**config.mk**
```make
export PLATFORM = sky130hd
export DESIGN_NAME = coef_gather
export DESIGN_NICKNAME = d
export VERILOG_FILES = /design/src/rtl/gat_pkg.sv /design/src/rtl/coef_gather.sv
export SDC_FILE = /design/constraint.sdc
export NUM_CORES = 2
export LEC_CHECK = 0
export BUFFER_PORTS_ARGS = -buffer_cell sky130_fd_sc_hd__buf_2
export CAP_MARGIN = 20
export CORE_AREA = 5 5 526 528
export CTS_CLUSTER_DIAMETER = 120
export DETAILED_ROUTE_END_ITERATION = 6
export DIE_AREA = 0 0 531 533
export GPL_TIMING_DRIVEN = 0
export PLACE_DENSITY = 0.46
export SLEW_MARGIN = 30
export SYNTH_ARGS = -nofsm -noshare
export SYNTH_HDL_FRONTEND = slang
export SYNTH_SLANG_ARGS = --single-unit
export TNS_END_PERCENT = 20
```
**constraint.sdc**
```tcl
create_clock -name clk -period 2.5 [get_ports clk]
set_input_delay 0.25 -clock clk [delete_from_list [all_inputs] [get_ports clk]]
set_output_delay 0.25 -clock clk [all_outputs]
set_load 0.05 [all_outputs]
```
**src/rtl/gat_pkg.sv**
```systemverilog
// Shared types and width/offset helpers for the coefficient gather stage.
// The slot-offset function is the single definition of the output word layout.
package gat_pkg;

    typedef enum logic [1:0] {
        ST_IDLE   = 2'd0,
        ST_GATHER = 2'd1,
        ST_SEND   = 2'd2
    } gat_state_e;

    localparam int GAT_DATA_WIDTH = 8;
    localparam int GAT_MAX_NODES  = 168;

    function automatic int num_node_width(input int max_nodes);
        return $clog2(max_nodes);
    endfunction

    function automatic int softmax_width(input int max_nodes, input int data_width);
        return max_nodes * data_width + num_node_width(max_nodes);
    endfunction

    // LSB of slot k inside the softmax word; the count field occupies the bottom bits.
    function automatic int slot_lo(input int k, input int data_width, input int nn_width);
        return nn_width + k * data_width;
    endfunction

endpackage

```
**src/rtl/coef_gather.sv**
```systemverilog
// Pops a node count and that many coefficients from two FWFT FIFOs and presents
// them as one zero-padded vector to the softmax stage over valid/ready.
module coef_gather
    import gat_pkg::*;
#(
    parameter int DATA_WIDTH     = GAT_DATA_WIDTH,
    parameter int MAX_NODES      = GAT_MAX_NODES,
    parameter int NUM_NODE_WIDTH = num_node_width(MAX_NODES),
    parameter int SOFTMAX_WIDTH  = softmax_width(MAX_NODES, DATA_WIDTH)
) (
    input  logic                      clk,
    input  logic                      rst,
    input  logic [DATA_WIDTH-1:0]     coef_ff_dout,
    input  logic                      coef_ff_empty,
    output logic                      coef_ff_rd_vld,
    input  logic [NUM_NODE_WIDTH-1:0] num_node_ff_dout,
    input  logic                      num_node_ff_empty,
    output logic                      num_node_ff_rd_vld,
    output logic [SOFTMAX_WIDTH-1:0]  sm_data_o,
    output logic                      sm_vld_o,
    input  logic                      sm_rdy_i,
    output logic                      err_o
);

    // MAX_NODES is not a power of two, so it always fits in the count width.
    localparam logic [NUM_NODE_WIDTH-1:0] MAX_N = NUM_NODE_WIDTH'(MAX_NODES);

    gat_state_e                r_state;
    logic [NUM_NODE_WIDTH-1:0] r_n;
    logic [NUM_NODE_WIDTH-1:0] r_cnt;
    logic [NUM_NODE_WIDTH-1:0] r_cnt_field;
    logic [DATA_WIDTH-1:0]     r_slot [MAX_NODES];
    logic                      r_vld;
    logic                      r_err;

    logic                      w_node_pop;
    logic                      w_coef_pop;
    logic                      w_in_range;
    logic                      w_last;
    logic                      w_hs;
    logic [SOFTMAX_WIDTH-1:0]  w_sm_data;

    // Pops are combinational so the FWFT head is consumed in the cycle it is used.
    assign w_node_pop = !rst && (r_state == ST_IDLE)   && !num_node_ff_empty;
    assign w_coef_pop = !rst && (r_state == ST_GATHER) && !coef_ff_empty;
    assign w_in_range = (r_cnt < MAX_N);
    assign w_last     = (r_cnt == (r_n - NUM_NODE_WIDTH'(1)));
    assign w_hs       = r_vld && sm_rdy_i;

    always_ff @(posedge clk) begin
        if (rst) begin
            r_state     <= ST_IDLE;
            r_n         <= '0;
            r_cnt       <= '0;
            r_cnt_field <= '0;
            r_vld       <= 1'b0;
            r_err       <= 1'b0;
            for (int k = 0; k < MAX_NODES; k++) begin
                r_slot[k] <= '0;
            end
        end else begin
            case (r_state)
                ST_IDLE: begin
                    if (w_node_pop) begin
                        r_n         <= num_node_ff_dout;
                        r_cnt       <= '0;
                        r_cnt_field <= (num_node_ff_dout > MAX_N) ? MAX_N : num_node_ff_dout;
                        for (int k = 0; k < MAX_NODES; k++) begin
                            r_slot[k] <= '0;
                        end
                        if (num_node_ff_dout == '0) begin
                            r_state <= ST_SEND;
                            r_vld   <= 1'b1;
                        end else begin
                            r_state <= ST_GATHER;
                        end
                    end
                end
                ST_GATHER: begin
                    if (w_coef_pop) begin
                        // Words past the last slot are still popped to keep the FIFO aligned.
                        for (int k = 0; k < MAX_NODES; k++) begin
                            if (r_cnt == NUM_NODE_WIDTH'(k)) begin
                                r_slot[k] <= coef_ff_dout;
                            end
                        end
                        if (!w_in_range) begin
                            r_err <= 1'b1;
                        end
                        r_cnt <= r_cnt + NUM_NODE_WIDTH'(1);
                        if (w_last) begin
                            r_state <= ST_SEND;
                            r_vld   <= 1'b1;
                        end
                    end
                end
                ST_SEND: begin
                    if (w_hs) begin
                        r_vld   <= 1'b0;
                        r_state <= ST_IDLE;
                    end
                end
                default: begin
                    r_state <= ST_IDLE;
                    r_vld   <= 1'b0;
                end
            endcase
        end
    end

    always_comb begin
        w_sm_data = '0;
        w_sm_data[NUM_NODE_WIDTH-1:0] = r_cnt_field;
        for (int k = 0; k < MAX_NODES; k++) begin
            w_sm_data[slot_lo(k, DATA_WIDTH, NUM_NODE_WIDTH) +: DATA_WIDTH] = r_slot[k];
        end
    end

    assign coef_ff_rd_vld     = w_coef_pop;
    assign num_node_ff_rd_vld = w_node_pop;
    assign sm_data_o          = w_sm_data;
    assign sm_vld_o           = r_vld;
    assign err_o              = r_err;

endmodule

```
==> results.txt <==
* Result of the run: finished with violations
- The final reports fail on setup timing.
* Fraction of power consumed by combinational cells: 15.9%
- Of the post-synthesis cell area, the dominant cell type holds 76.03%.
- Antenna violations before repair: 47
- Area of the die: 283000 sq um
- Number of enable flip-flop cells after synthesis: 1344
* Fill cell count: 28067
* Vias in the first global route: 36202
- Relative slew slack: 28.53%
* Pint: 41.54 mW
* Portion of the clock cycle consumed by the worst path in the final layout: 102.0%
- Sequential cells account for 45.2% of the total power.
- After global routing the overflow that remains totals 0.
* Avg Cell Area, Syn: 15.25 sq um
* Max Cap Violations: 0
* Final wirelength: 288200 microns
- Number of nets in the synthesized netlist: 3507
* Data arrival time of the critical path: 3.22 ns
* Input/output buffers: 1368
- After legalization and detailed placement, the total HPWL measured 218400 microns.
- The first global-routing pass estimated 364700 microns of wire.
* Power density of the placed cells: 804.0 nW/um^2
- Counting along the longest clock path gives a buffer depth of 4.
* Number of DRC markers in iteration 0: 3355
* TritonCTS clock tree: yes
* Area of placed instances: 65640 sq um
- GRT Total Usage: 19.36%
- Critical path data required time: 3.17 ns
- Final setup margin: -0.04892 ns
- The first detailed-routing pass took 5 iterations.
- Compared with the post-synthesis result, the final layout area differs by 40.94%.
* Worst setup slack after placement: -1.795 ns
- Ordered cell list for the critical path: nor2b_1 -> nand2_2 -> buf_2 -> nor2_1 -> and2_1
* Clk sinks: 1372
- For this design the static power due to leakage is 30.84 nW.
- Net switching power figure: 18.61 mW
- Final setup vio count: 31
* Drt drc: 0
- Synthesis produced a netlist whose cell count is 3481.
* Routed via count divided by cell count: 4.093
- The path class of the tightest hold or removal check is primary input to flop.
* Yosys warns: 0
* Top-Level Pins: 1377
- Later-pin clock latency in the skew report: 0.85 ns
* Detail-routed net length per standard cell: 32.27 microns
- Final slew viol count: 0
- Flip-flop and latch count after synthesis: 1372
- Switching share of power: 30.94%
* Cell types with the largest area share after synthesis: edfxtp_1 76%, and2_1 16%, o21ai_0 1.6%
* Core area: 271900 sq um
- Among all flip-flop cells after synthesis, the most frequent one is edfxtp_1.
- On the worst path, the slowest cell contributes a delay of 0.65 ns.
- The detail route stage leaves a number of antenna-violating nets equal to 0.
- The root buffer cell chosen for the clock tree is clkbuf_16.
- Site Rows: 192
- Fmax: 392.3 MHz
* Clock input transition at the sequential cells of the worst setup and hold paths: 0.06 ns
- Clock skew: 0.05799 ns
- Total via count in the routed design: 36549
- The H-tree generated during clock tree synthesis spans 4 levels.
- Entering global routing, the biggest net connects 15 pins.
- Leading cell types by count after synthesis: 1346 x and2_1, 1344 x edfxtp_1, 197 x clkbuf_1
- Crit-path slowest cell: nor2_1
* Sort of element at the end of the critical path: flop
- By instance count, the leading cell after synthesis is and2_1.
* Die extent in y: 533 microns
* Clk network pwr share: 38.9%
- Of the synthesized area, sequential elements account for 77.08%.
- Placer congestion estimate: 0.8223
* Unique masters post-synth: 45
* Die X-Extent: 531 microns
- Starting Density: 19.52%
- Worst Setup Path Type: flop to flop
- Slew of the pin with the lowest slew margin: 1.072 ns
- Setup repair after global routing could not meet its margin everywhere.
* Worst Path Max Fanout: 10
- STA classifies the critical path startpoint as a flop.
- Final Instance Area: 74820 sq um
- The final hold violation count is 0.
* Post-layout net count: 5218
- Cells with a size suffix above 1 make up 41.48% of the layout.
- Number of clock buffers inserted by TritonCTS: 162
* VDD IR max: 0.5093 mV
- Shortest period the worst path allows: 2.549 ns
- Cell area after synthesis: 53090 sq um
- Library cell with the largest summed area after synthesis: edfxtp_1
- Async set or reset register ratio after synthesis: 0%
==> power groups by stage <==
stage	clock network, mW	logic (mW)	registers (mW)
after floorplan	0	0.896	32.5
after global routing	24.7	9.78	27.3
after CTS	23.8	9.59	27.2
after global placement	0	8.91	27.7
final	23.4	9.54	27.2
after detailed placement	0	9.15	27.7
==> critical path: cells and delay by family, from the launching register on <==
kind	cells	cell delay (ns)
and+or+nand+nor	4	1.55
DFF	1	0.53
buffers and inverters	1	0.33
==> cell type report <==
cell class,instances,area (sq um),area share [%]
sequential,1372,40930,54.71
timing repair buffer,1551,9311,12.45
buffer,227,1448,1.935
tap,3589,4491,6.002
clock inverter,96,934.6,1.249
clock buffer,194,4174,5.579
antenna,22,55.05,0.07358
multi-input combinational,1871,13450,17.97
inverter,7,26.28,0.03512
==> through the flow <==
step            TNS, ns  cells  util (%)  hold slack (ns)  total power [mW]
2_1_floorplan    -3.020   3481         -           0.3757             33.35
3_3_place_gp   -5228.28   8438     23.69           0.4560             36.65
3_5_place_dp   -2095.30   8501     24.14           0.4586             36.86
4_1_cts          -52.49   8890     27.23          0.01047             60.60
5_1_grt          -11.20   8909     27.49          0.02368             61.83
6_report        -0.7471   8929     27.51          0.07208             60.15
==> worst paths after layout <==
check / start / to / slack [ns] / cells after the start
max reg2reg: r_cnt[7] / r_slot[2][100] / -0.05 / 5
min: coef_ff_dout[4] / r_slot[1][148] / 0.07 / 2
min reg2reg: r_cnt_field[6] / r_cnt_field[6] / 0.47 / 2
max: r_cnt[7] / r_slot[2][100] / -0.05 / 5
==> metal layers <==
| metal | global-route usage, % | vias to the layer above | share of wire, % |
|---|---|---|---|
| met2 | 32.00 | 1878 | 47 |
| met5 | 0 | - | 0 |
| met4 | 5.323 | 0 | 3.0 |
| met3 | 5.655 | 291 | 9.1 |
| met1 | 24.67 | 18788 | 41 |
| li1 | - | 15592 | - |
==> state kept, by name, summed over array words and instances, names as in the netlist <==
register	cells
r_cnt	8
r_state	2
r_slot	1344
r_cnt_field	8
r_n	8
err_o	1
sm_vld_o	1
==> cells in the final DEF (no fill, tap or decap), types with 55 or more instances in the layout <==
master | netlist | final
buf_2 | 23 | 1378
and2_1 | 1346 | 1346
edfxtp_1 | 1344 | 1344
clkbuf_16 | 0 | 165
o21ai_4 | 0 | 137
clkbuf_1 | 197 | 132
buf_4 | 2 | 74
nor2_2 | 11 | 69
nor2_1 | 158 | 66
buf_12 | 0 | 58
clkbuf_2 | 0 | 55
==> what timing repair did <==
item | 4_1_cts | 5_1_grt
pin swaps | 50 | 15
gates resized for setup | 466 | 129
setup endpoints to repair | 2585 | 2073
hold endpoints to repair | 92 | 0
buffers inserted | 78 | 18
cloned | 1 | 2
hold buffers | 22 | 0
==> cell families after synthesis <==
family | after synthesis | synth area share (%)
AND/OR/NAND/NOR | 1641 | 18.66
multiplexers | 1 | 0.02121
buffers and inverters | 238 | 1.765
adder cells (fa/ha/maj) | 5 | 0.1178
XOR/XNOR | 15 | 0.2475
flip-flops | 1372 | 77.08
AO/OA/AOI/OAI | 209 | 2.112
No activity file was read; power rests on OpenSTA's default activity.
